--- src/rtl/iob_tdp_rom_arb.sv ---
// iob_tdp_rom_arb: round-robin arbiter sharing one true-dual-port ROM
// between N_REQ read requesters. Up to two grants per cycle (port A, port B).
// ROM read data comes back one cycle later on the owning requester's slice.
module iob_tdp_rom_arb #(
  parameter int N_REQ  = 4,
  parameter int DATA_W = 32,
  parameter int ADDR_W = 11
) (
  input  logic                      clk,
  input  logic                      rst,
  input  logic [N_REQ-1:0]          req_valid,
  input  logic [N_REQ*ADDR_W-1:0]   req_addr,
  output logic [N_REQ-1:0]          req_ready,
  output logic [N_REQ-1:0]          resp_valid,
  output logic [N_REQ*DATA_W-1:0]   resp_data,
  output logic [ADDR_W-1:0]         rom_addr_a,
  output logic                      rom_r_en_a,
  input  logic [DATA_W-1:0]         rom_q_a,
  output logic [ADDR_W-1:0]         rom_addr_b,
  output logic                      rom_r_en_b,
  input  logic [DATA_W-1:0]         rom_q_b
);

  localparam int IDX_W = (N_REQ > 1) ? $clog2(N_REQ) : 1;
  localparam logic [IDX_W:0]   N_LIM = (IDX_W+1)'(N_REQ);
  localparam logic [IDX_W-1:0] LAST  = IDX_W'(N_REQ - 1);

  logic [IDX_W-1:0] ptr;
  logic [IDX_W-1:0] ptr_nxt;
  logic [IDX_W-1:0] gnt_a_idx;
  logic [IDX_W-1:0] gnt_b_idx;
  logic             gnt_a_vld;
  logic             gnt_b_vld;
  logic [IDX_W-1:0] own_a;
  logic [IDX_W-1:0] own_b;
  logic             vld_a;
  logic             vld_b;

  // Port A: first valid requester scanning from ptr, wrapping mod N_REQ
  always_comb begin : grant_a
    logic [IDX_W:0] s;
    gnt_a_vld = 1'b0;
    gnt_a_idx = '0;
    s         = '0;
    for (int o = 0; o < N_REQ; o++) begin
      s = {1'b0, ptr} + (IDX_W+1)'(o);
      if (s >= N_LIM) s = s - N_LIM;
      if (!gnt_a_vld && req_valid[s[IDX_W-1:0]]) begin
        gnt_a_vld = 1'b1;
        gnt_a_idx = s[IDX_W-1:0];
      end
    end
  end

  // Port B: first valid requester after the port A winner, never the same one
  always_comb begin : grant_b
    logic [IDX_W:0] s;
    gnt_b_vld = 1'b0;
    gnt_b_idx = '0;
    s         = '0;
    for (int o = 1; o < N_REQ; o++) begin
      s = {1'b0, gnt_a_idx} + (IDX_W+1)'(o);
      if (s >= N_LIM) s = s - N_LIM;
      if (gnt_a_vld && !gnt_b_vld && req_valid[s[IDX_W-1:0]]) begin
        gnt_b_vld = 1'b1;
        gnt_b_idx = s[IDX_W-1:0];
      end
    end
  end

  // Handshake, ROM pin drive and next round-robin pointer
  always_comb begin
    req_ready = '0;
    if (gnt_a_vld) req_ready[gnt_a_idx] = 1'b1;
    if (gnt_b_vld) req_ready[gnt_b_idx] = 1'b1;

    rom_r_en_a = gnt_a_vld;
    rom_r_en_b = gnt_b_vld;
    rom_addr_a = gnt_a_vld ? req_addr[int'(gnt_a_idx)*ADDR_W +: ADDR_W] : '0;
    rom_addr_b = gnt_b_vld ? req_addr[int'(gnt_b_idx)*ADDR_W +: ADDR_W] : '0;

    ptr_nxt = ptr;
    if (gnt_b_vld)
      ptr_nxt = (gnt_b_idx == LAST) ? '0 : gnt_b_idx + 1'b1;
    else if (gnt_a_vld)
      ptr_nxt = (gnt_a_idx == LAST) ? '0 : gnt_a_idx + 1'b1;
  end

  // Pointer and port-ownership tags; reset drops any in-flight response
  always_ff @(posedge clk or posedge rst) begin
    if (rst) begin
      ptr   <= '0;
      own_a <= '0;
      own_b <= '0;
      vld_a <= 1'b0;
      vld_b <= 1'b0;
    end else begin
      ptr   <= ptr_nxt;
      own_a <= gnt_a_idx;
      own_b <= gnt_b_idx;
      vld_a <= gnt_a_vld;
      vld_b <= gnt_b_vld;
    end
  end

  // Route registered ROM data to the owning requester; idle slices read 0
  always_comb begin
    resp_valid = '0;
    resp_data  = '0;
    if (vld_a) begin
      resp_valid[own_a] = 1'b1;
      resp_data[int'(own_a)*DATA_W +: DATA_W] = rom_q_a;
    end
    if (vld_b) begin
      resp_valid[own_b] = 1'b1;
      resp_data[int'(own_b)*DATA_W +: DATA_W] = rom_q_b;
    end
  end

endmodule

--- config.mk ---
export PLATFORM = sky130hd
export DESIGN_NAME = iob_tdp_rom_arb
export DESIGN_NICKNAME = d
export VERILOG_FILES = /design/src/rtl/iob_tdp_rom_arb.sv
export SDC_FILE = /design/constraint.sdc
export NUM_CORES = 1
export LEC_CHECK = 0
export ABC_AREA = 1
export CORE_ASPECT_RATIO = 0.75
export CORE_MARGIN = 10
export CORE_UTILIZATION = 35
export CTS_CLUSTER_DIAMETER = 50
export DETAILED_ROUTE_END_ITERATION = 12
export PLACE_DENSITY = 0.86
export SETUP_SLACK_MARGIN = 0.1
export SLEW_MARGIN = 10
export SYNTH_ARGS = -nofsm -noshare
export SYNTH_HDL_FRONTEND = slang
export SYNTH_SLANG_ARGS = --single-unit
--- constraint.sdc ---
create_clock -name clk -period 5.5 [get_ports clk]
set_input_delay 1.1 -clock clk [delete_from_list [all_inputs] [get_ports clk]]
set_output_delay 1.1 -clock clk [all_outputs]
set_load 0.03 [all_outputs]
==> flow_summary.json <==
{
  "outcome": "finished, final reports clean",
  "r2r_start": "ptr[0]$_DFFE_PP0P_",
  "n_fill_cell": 942,
  "grt_pass1_vias": 5359,
  "drc_errors": 0,
  "grt-ovfl-total": 0,
  "antenna_cells": 0,
  "setup_viol": 0,
  "gp_congestion": 0.922,
  "arrival_ps": 4120,
  "dp_hpwl_um": 16100,
  "dr_total_vias": 5839,
  "ys_warn_count": 0,
  "whs_ps": 759,
  "start_kind": "input pin",
  "avgSynthCellArea_um2": 5.45,
  "max_slew_margin": 0.484,
  "timing.final.crit_share": 0.950,
  "synth.distinct_cells": 29,
  "clkLatencyLatePin_ps": 230,
  "tightest_slew_ps": 773,
  "grt.total_usage": 0.252,
  "cts_tree": "done",
  "dieWidth_um": 136,
  "area_delta_synth_final_pct": 76.9,
  "antenna_found_initial": 0,
  "cp-startpoint": "req_valid[1]",
  "ys_seq_elements": 8,
  "drt_pre_antenna_iters": 6,
  "cts.sinks": 8,
  "yosys.area.top_type": "o22ai_1",
  "coreArea_mm2": 0.00977,
  "crit_required_ps": 4400,
  "final_common_cell": "nand2_1",
  "hold_class": "reg -> reg",
  "grt_pass1_wl_um": 30200,
  "cts-root-buf": "clkbuf_16",
  "drive_above_1_share": 0.207,
  "rsz0062_at_grt": "true",
  "synthDominantCellAreaShare": 0.228,
  "io_pins": 274,
  "finalMaxSlewViolations": 0,
  "viasPerCell": 5.66,
  "clock_path_buffers": 2,
  "synthCells": 650,
  "finalHoldViolations": 0,
  "max_freq_mhz": 191,
  "drv_cap": 0,
  "nets": 1036,
  "start_util": 0.362,
  "path_class": "in -> out",
  "rows": 31,
  "antenna_left": 0,
  "drt-total-wl_um": 20500,
  "syn-num-nets": 785,
  "final_cell_mix": "181 x nand2_1, 157 x clkdlybuf4s50_1, 130 x buf_4, 129 x o22ai_1, 65 x inv_1",
  "numCtsBuffers": 3,
  "setup_tns_ps": 0,
  "r2r_end": "ptr[1]$_DFFE_PP0P_",
  "reg2reg_slack_ps": 2180,
  "synthTopCellsByArea": "o22ai_1 23%, nand2_1 19%, ha_1 7.4%",
  "finalClockSkew_ps": 1.64,
  "crit_fanout": 15,
  "grt_max_degree": 42,
  "worst_setup_path_end_kind": "output port",
  "fp.dieH_um": 107,
  "io_buffers": 273,
  "cts_max_level": 1,
  "die_area_mm2": 0.0146,
  "cts.reportedPaths.clkPinSlew_ps": 30,
  "wl_per_cell_um": 19.9,
  "r2r_cells": 23,
  "timing.final.crit_period_ps": 5220,
  "seq_area_frac_synth": 0.0565,
  "drtIter0Drc": 409,
  "synth_area_mm2": 0.00354,
  "worstSetupEndpoint": "req_ready[1]"
}
[worst max-delay path: stages]
cell and delay (ps):
clkdlybuf4s50_1 480, inv_1 100, nand2_1 70, nand3_1 140
nand2_2 90, nor2_4 150, nand3_1 90, nand3_1 80
nand2_1 80, inv_2 110, ha_4 220, inv_2 90
nand3_1 80, nand2_1 100, inv_1 50, nand3_2 50
nand2_2 70, nand2_4 90, buf_6 150, inv_4 110
ha_1 210, a22o_1 230, buf_4 180
[final cells by class]
type | count | area (um^2) | area share
Multi-Input combinational cell | 517 | 2820 | 0.451
Tap cell | 132 | 165 | 0.0264
Sequential cell | 8 | 200 | 0.0320
Inverter | 74 | 288 | 0.0460
Clock buffer | 3 | 75.1 | 0.0120
Timing Repair Buffer | 297 | 2710 | 0.433
[state kept, by name, summed over array words and instances (netlist names)]
register	flops
vld_a	1
own_b	2
ptr	2
vld_b	1
own_a	2
[logic make-up (layout without fill, tap and decap cells)]
kind of cell	Yosys count	count (layout)	share of synthesized area
buf+inv	125	374	0.151
flops	8	8	0.0565
compound gates	201	201	0.347
fa+ha+maj	21	21	0.0742
simple gates	295	295	0.371
[through the flow]
stage	utilization	cells	instance area [um^2]	setup WS, ps
2_1_floorplan	-	650	3540	595
3_3_place_gp	0.631	1028	6160	118
3_5_place_dp	0.631	1028	6160	45.1
4_1_cts	0.638	1031	6240	149
5_1_grt	0.641	1031	6260	47.5
6_report	0.641	1031	6260	275
[synth_stat cells (all sizes together)]
master,number
nand2,192
a22o,6
o21bai,11
nor2,38
or2,1
clkinv,2
buf,14
inv,72
o22ai,129
nor3,1
a21oi,25
o21ai,30
nand4,11
clkbuf,37
dfrtp,8
ha,21
nand3,52
[worst min path at each step]
| stage | start | endpoint | depth (start not counted) |
|---|---|---|---|
| finish | ptr[1]$_DFFE_PP0P_ | ptr[1]$_DFFE_PP0P_ | 2 |
| global route | ptr[1]$_DFFE_PP0P_ | ptr[1]$_DFFE_PP0P_ | 2 |
| CTS | ptr[1]$_DFFE_PP0P_ | ptr[1]$_DFFE_PP0P_ | 2 |
| detailed placement | ptr[1]$_DFFE_PP0P_ | ptr[1]$_DFFE_PP0P_ | 2 |
| global placement | ptr[1]$_DFFE_PP0P_ | ptr[1]$_DFFE_PP0P_ | 2 |
| floorplan | ptr[1]$_DFFE_PP0P_ | ptr[1]$_DFFE_PP0P_ | 2 |
[per-layer routing]
metal / GRT usage / up-vias / routed length (um)
met5: 0 / - / 0
met4: 0.0721 / 0 / 618
met3: 0.0746 / 46 / 2760
met2: 0.436 / 401 / 9610
met1: 0.295 / 2614 / 7510
li1: - / 2778 / -
[what timing repair did]
action | in CTS | in global routing
resized for setup | 3 | 6
setup endpoints to repair | 2 | 16
hold buffers | 0 | 0
buffers inserted | 0 | 0
gates cloned | 0 | 0
Power is not shown: default switching activity piles up to over one toggle a cycle in this logic, so the estimate is an artifact.
